**src/rtl/risp_pkg.sv**
```systemverilog
// Shared definitions for the RISP synapse array.
//   cfg_state_t : states of the configuration FSM (idle / apply)
//   delay_w()   : bit width needed to hold a programmed delay 0..max_delay
//   addr_w()    : bit width of a channel address (at least one bit)
package risp_pkg;

    typedef enum logic [0:0] {
        CFG_IDLE  = 1'b0,
        CFG_APPLY = 1'b1
    } cfg_state_t;

    function automatic int delay_w(input int max_delay);
        return (max_delay < 1) ? 1 : $clog2(max_delay + 1);
    endfunction

    function automatic int addr_w(input int num_syn);
        return (num_syn < 2) ? 1 : $clog2(num_syn);
    endfunction

endpackage

```
**src/rtl/risp_delay_line.sv**
```systemverilog
// One synapse channel's spike delay line with a programmable tap.
//   clk   : rising-edge clock
//   arst  : asynchronous active-high reset, empties the line
//   clr   : synchronous clear of the line, wins over en
//   en    : advance the line by one timestep
//   inp   : spike input (stage 0 of the line)
//   delay : programmed delay; the tap sits at delay - FIRE_LIKE_RAVENS
//   tap   : spike value at the selected stage
module risp_delay_line
    import risp_pkg::*;
#(
    parameter int MAX_DELAY        = 15,
    parameter int FIRE_LIKE_RAVENS = 0
) (
    input  logic                          clk,
    input  logic                          arst,
    input  logic                          clr,
    input  logic                          en,
    input  logic                          inp,
    input  logic [delay_w(MAX_DELAY)-1:0] delay,
    output logic                          tap
);

    localparam int DW = delay_w(MAX_DELAY);

    logic [MAX_DELAY:1] line;
    logic [MAX_DELAY:0] stages;
    logic [DW-1:0]      d_eff;

    // Stage 0 is the live input, so an effective delay of zero is a
    // purely combinational path from inp to tap.
    assign stages = {line, inp};
    assign d_eff  = delay - DW'(FIRE_LIKE_RAVENS);

    always_comb begin
        tap = 1'b0;
        if (32'(d_eff) <= MAX_DELAY) begin
            tap = stages[d_eff];
        end
    end

    always_ff @(posedge clk or posedge arst) begin
        if (arst) begin
            line <= '0;
        end else if (clr) begin
            line <= '0;
        end else if (en) begin
            line <= stages[MAX_DELAY-1:0];
        end
    end

endmodule

```
**src/rtl/risp_synapse_array.sv**
```systemverilog
// Array of NUM_SYN independent delayed synapses with a configuration port.
//   clk        : rising-edge clock
//   arst       : asynchronous active-high reset
//   clr        : synchronous clear of every delay line
//   en         : advance all delay lines one timestep
//   inp        : per-channel spike input
//   out        : per-channel signed charge (weight when the tap fires, else 0)
//   cfg_valid  : configuration request
//   cfg_ready  : high while the config port can accept a request
//   cfg_addr   : target channel
//   cfg_weight : new signed weight
//   cfg_delay  : new programmed delay
//   cfg_err    : one-cycle pulse after a rejected request
module risp_synapse_array
    import risp_pkg::*;
#(
    parameter int NUM_SYN          = 4,
    parameter int MAX_DELAY        = 15,
    parameter int WEIGHT_WIDTH     = 8,
    parameter int CHARGE_WIDTH     = 16,
    parameter int FIRE_LIKE_RAVENS = 0,
    parameter int INIT_WEIGHT      = 1,
    parameter int INIT_DELAY       = 1
) (
    input  logic                                        clk,
    input  logic                                        arst,
    input  logic                                        clr,
    input  logic                                        en,
    input  logic [NUM_SYN-1:0]                          inp,
    output logic signed [NUM_SYN-1:0][CHARGE_WIDTH-1:0] out,
    input  logic                                        cfg_valid,
    output logic                                        cfg_ready,
    input  logic [addr_w(NUM_SYN)-1:0]                  cfg_addr,
    input  logic signed [WEIGHT_WIDTH-1:0]              cfg_weight,
    input  logic [delay_w(MAX_DELAY)-1:0]               cfg_delay,
    output logic                                        cfg_err
);

    localparam int AW = addr_w(NUM_SYN);
    localparam int DW = delay_w(MAX_DELAY);

    cfg_state_t                     state;
    logic [AW-1:0]                  pend_addr;
    logic signed [WEIGHT_WIDTH-1:0] pend_weight;
    logic [DW-1:0]                  pend_delay;
    logic signed [WEIGHT_WIDTH-1:0] weight [NUM_SYN];
    logic [DW-1:0]                  delay  [NUM_SYN];
    logic [NUM_SYN-1:0]             tap;
    logic [NUM_SYN-1:0]             line_clr;
    logic                           cfg_legal;

    assign cfg_ready = (state == CFG_IDLE);

    // A programmed delay below FIRE_LIKE_RAVENS would give a negative tap.
    assign cfg_legal = (32'(cfg_addr) < NUM_SYN)
                    && (32'(cfg_delay) <= MAX_DELAY)
                    && !((FIRE_LIKE_RAVENS != 0) && (cfg_delay == '0));

    always_ff @(posedge clk or posedge arst) begin
        if (arst) begin
            state   <= CFG_IDLE;
            cfg_err <= 1'b0;
        end else begin
            cfg_err <= 1'b0;
            case (state)
                CFG_IDLE: begin
                    if (cfg_valid) begin
                        if (cfg_legal) begin
                            state <= CFG_APPLY;
                        end else begin
                            cfg_err <= 1'b1;
                        end
                    end
                end
                CFG_APPLY: state <= CFG_IDLE;
                default:   state <= CFG_IDLE;
            endcase
        end
    end

    // Pending request is only consumed in APPLY, which reset leaves, so
    // these holding registers need no reset.
    always_ff @(posedge clk) begin
        if (cfg_ready && cfg_valid && cfg_legal) begin
            pend_addr   <= cfg_addr;
            pend_weight <= cfg_weight;
            pend_delay  <= cfg_delay;
        end
    end

    always_ff @(posedge clk or posedge arst) begin
        if (arst) begin
            for (int c = 0; c < NUM_SYN; c++) begin
                weight[c] <= WEIGHT_WIDTH'(INIT_WEIGHT);
                delay[c]  <= DW'(INIT_DELAY);
            end
        end else if (state == CFG_APPLY) begin
            for (int c = 0; c < NUM_SYN; c++) begin
                if (pend_addr == AW'(c)) begin
                    weight[c] <= pend_weight;
                    delay[c]  <= pend_delay;
                end
            end
        end
    end

    for (genvar c = 0; c < NUM_SYN; c++) begin : g_syn
        // Reprogramming a channel discards whatever was in flight on it,
        // so spikes never emerge with a mix of old and new timing.
        assign line_clr[c] = clr || ((state == CFG_APPLY) && (pend_addr == AW'(c)));

        risp_delay_line #(
            .MAX_DELAY        (MAX_DELAY),
            .FIRE_LIKE_RAVENS (FIRE_LIKE_RAVENS)
        ) u_line (
            .clk   (clk),
            .arst  (arst),
            .clr   (line_clr[c]),
            .en    (en),
            .inp   (inp[c]),
            .delay (delay[c]),
            .tap   (tap[c])
        );

        assign out[c] = tap[c] ? CHARGE_WIDTH'(weight[c]) : '0;
    end

endmodule
```
**config.mk**
```make
export PLATFORM = sky130hd
export DESIGN_NAME = risp_synapse_array
export DESIGN_NICKNAME = d
export VERILOG_FILES = /design/src/rtl/risp_pkg.sv /design/src/rtl/risp_delay_line.sv /design/src/rtl/risp_synapse_array.sv
export SDC_FILE = /design/constraint.sdc
export NUM_CORES = 1
export LEC_CHECK = 0
export CORE_ASPECT_RATIO = 2
export CORE_MARGIN = 2
export CORE_UTILIZATION = 53
export DETAILED_ROUTE_END_ITERATION = 6
export GPL_TIMING_DRIVEN = 1
export PLACE_DENSITY = 0.79
export SYNTH_ARGS = -nofsm -noshare
export SYNTH_HDL_FRONTEND = slang
export SYNTH_SLANG_ARGS = --single-unit
```
**constraint.sdc**
```tcl
create_clock -name clk -period 3.7 [get_ports clk]
set_input_delay 0.37 -clock clk [delete_from_list [all_inputs] [get_ports clk]]
set_output_delay 0.37 -clock clk [all_outputs]
set_load 0.005 [all_outputs]
```
After elaboration in Yosys (flattened, before gate mapping)
Cells that the tools add are included.
{"block": "word_totals", "input_bits": 23, "wordCells": 64, "out_inout_bits": 66, "ff_bits": 123}
{"block": "classes", "muxes": 22, "n_reduce_logical": 18, "n_bitwise": 1, "eq_ne": 3, "order_cmp": 4}
{"cell": "two-way mux 15 bit", "count": 8}
{"cell": "two-way mux 16 bit", "count": 4}
{"cell": "less-than comparator 4 x 5 -> 1 bit (second input constant)", "count": 4}
{"cell": "binary-select mux 1 bit (select 4 bit)", "count": 4}
{"cell": "AND reduction 2 bit", "count": 4}
{"cell": "nonzero test 2 bit", "count": 4}
{"cell": "logical AND 1 bit", "count": 5}
{"cell": "two-way mux 1 bit", "count": 5}
{"cell": "== test 2 bit (second input constant)", "count": 2}
{"cell": "logical OR 1 bit", "count": 4}
{"cell": "== test 2 x 1 -> 1 bit (second input constant)", "count": 1}
{"cell": "logical NOT 2 bit", "count": 1}
{"cell": "case mux 1 bit (2 select lines)", "count": 1}
{"cell": "NOT 1 bit", "count": 1}

Logic depth before layout (Yosys ltp)
Gate-level depths: netlist of run 1.
{"block": "depth", "depth_word": 4, "mapped_depth": 6, "ltp_nobuf": 4}

Cells and area by module
Synthesis of run 1 repeated with hierarchy kept, for this count alone.
{"block": "hier_totals", "cells_unflattened": 416, "area_unflattened_um2": 5705.5}
{"module": "risp_delay_line", "seq_area_each_um2": 375.4, "area_per_inst_um2": 737.0, "n_inst": 4, "cells_per_inst": 56}
{"module": "risp_synapse_array", "seq_area_each_um2": 1656.6, "area_per_inst_um2": 2757.6, "n_inst": 1, "cells_per_inst": 192}

Least setup slack after synthesis of run 1
Ideal clock, no wire load.
{"block": "synth_timing", "path_kind": "reg-to-output", "start": "register delay[12] (netlist name)", "end": "output port out[10] (netlist name)", "t_arrival_ns": 1.949, "slack_ns": 1.381, "path_buffers": 2, "required_time_ns": 3.330, "stages_incl_launch_ff": 7, "path_cell_list": "dfstp_2 > buf_2 > mux2i_1 > o22ai_1 > nor3_2 > o311ai_1 > buf_4"}
{"item": "start, declared", "line": "risp_synapse_array.sv:47", "source": "logic [DW-1:0] delay [NUM_SYN];"}
{"item": "start signal, assigned by index", "line": "risp_synapse_array.sv:95", "source": "delay[c] <= DW'(INIT_DELAY);"}
{"item": "start signal, assigned by index", "line": "risp_synapse_array.sv:101", "source": "delay[c] <= pend_delay;"}
{"item": "end, declared", "line": "risp_synapse_array.sv:30", "source": "output logic signed [NUM_SYN-1:0][CHARGE_WIDTH-1:0] out,"}

==> metrics.md, run 1 <==
| Metric | Value |
|---|---|
| Status | `finished clean` |
| Endpoints failing setup | `0` |
| Finished Layout Cells | `roughly 680` |
| Post-Syn Area | `~5900 sq um` |
| Grt ovf | `0` |
| Max-slew violation count | `0` |
| Inst Count DP | `~650` |
| Area share of the largest cell type after synthesis | `between 40% and 50%` |
| Fill cells | `783` |
| Setup ws final | `616 ps` |
| Total number of vias | `about 3.8k` |
| WL/cell | `~18 microns` |
| Core ar. | `10900 sq um` |
| Starting Density | `between 50% and 60%` |
| Share of cells above drive strength 1 | `19.9%` |
| Total GRT Usage | `a little over a fifth` |
| Fin crit share | `between 80% and 90%` |
| CP Buf/Inv Count | `2` |
| Vias per cell | `about 5.5` |
| Post-synth top cells | `dfrtp_1 (101), nor2_1 (66), mux2i_1 (64)` |
| R2R cell count | `3` |
| Int Pwr | `around 2.9 mW` |
| Relative slew margins | `34.5%` |
| I/O pins | `a little under 90` |
| Seq cells post-synth | `123` |
| Area leader, netlist | `dfrtp_1` |
| CP peak stage delay | `630 ps` |
| Total power draw | `between 3 and 4 mW` |
| RSZ-0062 raised after global routing | `false` |
| Worst VDD drop | `about 0.39 mV` |
| HP Class | `input port to async pin` |
| Post-synth EDFFs | `14` |
| Area post-placement | `~6600 sq um` |
| Hold slack | `roughly 380 ps` |
| Worst path cell trace | `mux2i_1 -> o22ai_1 -> nor3_2 -> o311ai_1 -> buf_4 -> clkdlybuf4s50_1` |
| Most used flip-flop cell after synthesis | `dfrtp_1` |
| Data required, critical path | `between 3000 and 4000 ps` |
| Gate power share | `18.6%` |
| Hold_buf cts | `0` |
| Worst EP arrival | `approximately 2700 ps` |
| Ant diodes | `0` |
| Nets@finish | `between 500 and 600` |
| Count leader, synth | `dfrtp_1` |
| Final WL | `between 10 and 15 mm` |
| Vert. Die Dim | `around 150 microns` |
| P per Cell Area | `around 560 nW/um^2` |
| Max-cap viol count | `0` |
| DRC | `0` |
| Synthesis-to-layout area growth | `21.8%` |
| CP Max Fanout | `9` |
| First-iteration detailed-routing DRC count | `roughly 190` |
| Antenna violations before repair | `0` |
| Fin. Hold Viols | `0` |
| Post-synthesis sequential area ratio | `between 50 and 60%` |
| Critical-path top delay cell | `dfstp_2` |
| Worst-skew pair later-pin latency | `slightly above 400 ps` |
| Final ANT Viol Nets | `0` |
| Post-CTS Setup Bufs | `0` |
| Synth top area cells | `dfrtp_1 (43%), mux2i_1 (11%), mux2_2 (9.9%)` |
| Seq pwr share | `between 40% and 50%` |
| Synthesized Nets | `~500` |
| Clock Skew | `8.07 ps` |
| Final core occ | `roughly two thirds` |
| Crit-path leading delay family | `buffers and inverters` |
| Async set-or-reset flop fraction in the synthesized netlist | `between 80% and 90%` |
| CTS tree | `built` |
| Clock power frac | `39.3%` |
| CTS root buffer | `clkbuf_16` |
| NetSw | `1.08 mW` |
| Stages on worst setup path | `6` |
| GP Congestion | `around 0.8` |
| Global-route wire length before repair | `approximately 20 mm` |
| Pre-CTS WS | `906 ps` |
| DR pass1 iterations | `4` |
| Die area | `roughly 12000 sq um` |
| FP Rows | `between 50 and 60` |
| Largest buffer count on any clock path | `2` |
| Worst Setup Path Type | `flop to output port` |
| Vias in the first global route | `just under 4k` |
| IO buf count | `slightly below 90` |
| Setup TNS Final | `0 ps` |
| Syn Inst Count | `480` |
| Fmax | `324 MHz` |
| Post-layout instance area | `7170 sq um` |
| Syn Area/Cell | `between 10 and 15 sq um` |
| Library cells used by synthesis | `32` |
| Clock Pin Slew Worst Setup and Hold Paths | `roughly 60 ps` |
| Pin count of the biggest net entering global routing | `62` |
| Post-CTS sizing | `0` |
| Final HPWL DP | `8.49 mm` |
| Worst Tran Pin Value | `about 980 ps` |
| Clk sinks | `between 100 and 150` |
| LEAKAGE | `between 3 and 4 nW` |
| Synth warnings | `0` |
| H-tree levels | `4` |
| Min Tclk post-route | `between 3000 and 4000 ps` |
| CTS buffer count | `17` |
| Die Width | `78.5 microns` |
| CP Capture Type | `output port` |
| CP startpoint kind | `flop` |
| Net Sw Frac | `27.2%` |
-- logic make-up (layout without fill, tap and decap cells) --
family          count (synthesis)  in the layout  share of synthesized area (%)
mux                           124            124                           24.1
compound gates                 26             26                           3.51
other cells                     1              1                         0.0637
flops                         123            123                           53.7
buf+inv                        72            136                           7.25
simple gates                  134            134                           11.4
-- state kept, by name, indices dropped and copies added, names as in the netlist --
register,count
delay,16
g_syn.u_line.line,60
pend_addr,2
pend_delay,4
pend_weight,8
state,1
weight,32
-- power groups by stage --
| stage | Sequential, mW | Clock, mW | Combinational [mW] |
|---|---|---|---|
| detailed placement | 1.69 | 0 | 0.746 |
| finish | 1.67 | 1.57 | 0.741 |
| floorplan | 1.60 | 0 | 0.527 |
| global route | 1.69 | 1.65 | 0.802 |
| global placement | 1.68 | 0 | 0.728 |
| CTS | 1.67 | 1.59 | 0.753 |
-- final timing paths --
kind                            slack (ps)                                  end                    from
max in group asynchronous             2540                weight[0]$_DFFE_PP1P_                    arst
worst max register to register        1750  g_syn[1].u_line.line[6]$_DFFE_PP0P_  pend_addr[1]$_DFFE_PP_
worst max-delay path                   620                              out[11]   delay[12]$_DFFE_PP1P_
worst min-delay path                   380  g_syn[2].u_line.line[7]$_DFFE_PP0P_                    arst
worst min register to register         500               weight[13]$_DFFE_PP0P_  weight[13]$_DFFE_PP0P_
min in group clk                       500               weight[13]$_DFFE_PP0P_  weight[13]$_DFFE_PP0P_
-- layout by cell type, fill, tap and decap left out, types with 8 or more instances in the layout --
cell / netlist / layout
o21ai_0: 8 / 8
clkbuf_16: 0 / 17
nor2_1: 66 / 66
inv_1: 13 / 12
nand2_1: 12 / 12
nand4_1: 8 / 8
dfrtp_1: 101 / 101
and2_1: 24 / 24
mux2i_1: 64 / 64
nand4b_1: 8 / 8
clkdlybuf4s50_1: 0 / 86
edfxtp_1: 14 / 14
o311ai_1: 8 / 8
dfstp_2: 8 / 8
mux2_2: 52 / 52
-- layout make-up --
class	count	area (sq um)	area share, %
Sequential cell	123	3160	44.1
Clock buffer	17	425	5.93
Tap cell	140	175	2.44
Multi-Input combinational cell	285	2310	32.2
Timing Repair Buffer	91	911	12.7
Clock inverter	15	141	1.97
Inverter	13	51.3	0.716
-- per-layer routing --
metal / wire length, microns / vias to the layer above / GRT usage, % / share of wire [%]
li1: - / 1757 / - / -
met1: 4500 / 1913 / 23.4 / 37
met2: 6990 / 84 / 39.8 / 58
met3: 334 / 23 / 4.60 / 2.7
met4: 322 / 0 / 10.2 / 2.6
met5: 0 / - / 0 / 0
No activity file was read; power rests on OpenSTA's default activity.
==> inputs of run 2 (changes only) <==
Settings changed: CORE_UTILIZATION 53 to 49, PLACE_DENSITY 0.79 to 0.76.
Clock period 3.7 ns to 2.6 ns, I/O delays scaled along.
==> metrics.md, run 2 (synthesis gave the netlist of run 1 again) <==
| Metric | Value |
|---|---|
| Status | `finished, violations left` |
| Nets@finish | `roughly 590` |
| CP startpoint kind | `flop` |
| Final ANT Viol Nets | `0` |
| CP most frequent cell | `buf_6` |
| IO buf count | `87` |
| R2R Path End | `g_syn[1].u_line.line[8]$_DFFE_PP0P_` |
| Most frequent cells in the layout | `dfrtp_1 (100), mux2i_1 (63), nor2_1 (61), mux2_2 (50), buf_6 (29)` |
| Share of cells above drive strength 1 | `36.0%` |
| Synthesis-to-layout area growth | `27.9%` |
| Vias in the first global route | `between 4k and 5k` |
| Largest buffer count on any clock path | `2` |
| Data required, critical path | `between 2000 and 2500 ps` |
| Final WL | `between 10 and 15 mm` |
| Total GRT Usage | `approximately 22%` |
| Clock Skew | `~7.4 ps` |
| Antenna violations before repair | `0` |
| Total power draw | `~5.7 mW` |
| Inst Count DP | `between 600 and 700` |
| GP Congestion | `around 0.83` |
| Hold_buf cts | `0` |
| Worst r2r src | `pend_addr[1]$_DFFE_PP_` |
| Worst VDD drop | `between 0.5 and 0.6 mV` |
| Total number of vias | `roughly 4k` |
| Die area | `13000 sq um` |
| CP Max Fanout | `5` |
| Setup ws final | `-120 ps` |
| Biggest regs | `g_syn.u_line.line (60), weight (32), delay (16)` |
| First-iteration detailed-routing DRC count | `approximately 190` |
| Post-layout instance area | `7530 sq um` |
| CP Buf/Inv Count | `4` |
| Max-slew violation count | `0` |
| Global-route wire length before repair | `~22 mm` |
| WL/cell | `around 19 microns` |
| Core ar. | `11700 sq um` |
| Fmax | `roughly 370 MHz` |
| CP peak stage delay | `a little over 600 ps` |
| RSZ-0062 raised after global routing | `true` |
| CTS tree | `built` |
| CP Capture Type | `output port` |
| FP Rows | `56` |
| Crit-path leading delay family | `flip-flops` |
| Reg with most FFs | `g_syn.u_line.line` |
| CTS root buffer | `clkbuf_16` |
| Min Tclk post-route | `2720 ps` |
| P per Cell Area | `between 700 and 800 nW/um^2` |
| Area post-placement | `6700 sq um` |
| Worst-skew pair later-pin latency | `between 400 and 500 ps` |
| Fill cells | `approximately 870` |
| Worst reg2reg setup slack | `between 1000 and 1500 ps` |
| Clk sinks | `between 100 and 150` |
| Clock Pin Slew Worst Setup and Hold Paths | `~50 ps` |
| Worst path cell trace | `mux4_2 -> nand4b_1 -> o311ai_4 -> buf_6 -> buf_6 -> buf_6 -> buf_6` |
| Vert. Die Dim | `159 microns` |
| Max-cap viol count | `0` |
| Final core occ | `between 60% and 70%` |
| HP Class | `input port to async pin` |
| Max reg flops | `60` |
| Final HPWL DP | `~9 mm` |
| CP startpoint | `delay[12]$_DFFE_PP1P_` |
| Finished Layout Cells | `724` |
| R2R cell count | `4` |
| Pin count of the biggest net entering global routing | `61` |
| Die Width | `around 80 microns` |
| Worst EP arrival | `2460 ps` |
| Critical-path top delay cell | `dfstp_2` |
| DRC | `0` |
| H-tree levels | `4` |
| LEAKAGE | `3.50 nW` |
| Most common cell after layout, fill and taps aside | `dfrtp_1` |
| Grt ovf | `0` |
| DR pass1 iterations | `4` |
| Relative slew margins | `between 30% and 40%` |
| Worst Setup Path Type | `flop to output port` |
| Failing checks | `negative setup slack` |
| I/O pins | `89` |
| CTS buffer count | `17` |
| Starting Density | `50.3%` |
| Fin crit share | `105%` |
| Fin. Hold Viols | `0` |
| Worst Tran Pin Value | `~1000 ps` |
| Endpoints failing setup | `10` |
| Setup TNS Final | `-290 ps` |
| Vias per cell | `about 5.5` |
==> run 2: changes by cell type in the layout (fill, tap and decap cells not counted), sizes merged <==
| cell | change |
|---|---|
| clkdlybuf4s15 | +7 |
| clkinvlp | -3 |
| clkbuf | +19 |
| clkinv | +4 |
| dlygate4sd2 | +16 |
| inv | -5 |
| clkdlybuf4s50 | -64 |
| and2 | +3 |
| diode | +1 |
| o22ai | +1 |
| buf | +57 |
| bufinv | -1 |
==> run 2: area by class of cell <==
type / count / area, sq um / share of cell area (%)
Multi-Input combinational cell: 289 / 2560 / 34.0
Clock inverter: 10 / 51.3 / 0.682
Tap cell: 145 / 181 / 2.41
Sequential cell: 123 / 3160 / 42.0
Inverter: 13 / 52.6 / 0.698
Clock buffer: 22 / 454 / 6.03
Antenna cell: 1 / 2.50 / 0.0332
Timing Repair Buffer: 121 / 1070 / 14.2
==> run 2: through the flow <==
| step | setup WS, ps | hold WS (ps) |
|---|---|---|
| after CTS | -144 | 322 |
| after global placement | 72.3 | 481 |
| after floorplan | 391 | 359 |
| after detailed placement | 15.2 | 486 |
| after global routing | -194 | 361 |
| final | -120 | 309 |
==> run 2: worst max path at each step <==
stage	cells past startpoint	slack, ps	end
final	7	-120	out[14]
after global routing	7	-190	out[14]
after CTS	6	-140	out[46]
after detailed placement	6	20	out[47]
after global placement	8	70	out[10]
after floorplan	6	390	out[10]
==> run 2: worst reg2reg max path: cells and delay by family, from the launching register on <==
family	cells	cell delay [ps]
AND/OR/NAND/NOR	3	770
flip-flops	1	430
buffers and inverters	1	210
==> run 2: timing repair <==
action | 4_1_cts | 5_1_grt
resized for setup | 215 | 49
buffers inserted | 15 | 6
gates cloned | 4 | 1
pin swaps | 24 | 13
endpoints found under the setup margin | 64 | 49
==> run 2: layer usage <==
layer,part of all wire (%),GRT usage [%],vias up
met3,3.8,5.22,36
met2,57,38.9,101
met1,35,24.3,2039
met5,0,0,-
li1,-,-,1831
met4,4.2,11.3,0
==> run 2: where the power goes <==
| group | internal (mW) | switching (mW) | total, mW |
|---|---|---|---|
| clock network | 1.22 | 0.789 | 2.01 |
| registers | 2.16 | 0.234 | 2.39 |
| logic | 0.775 | 0.573 | 1.35 |
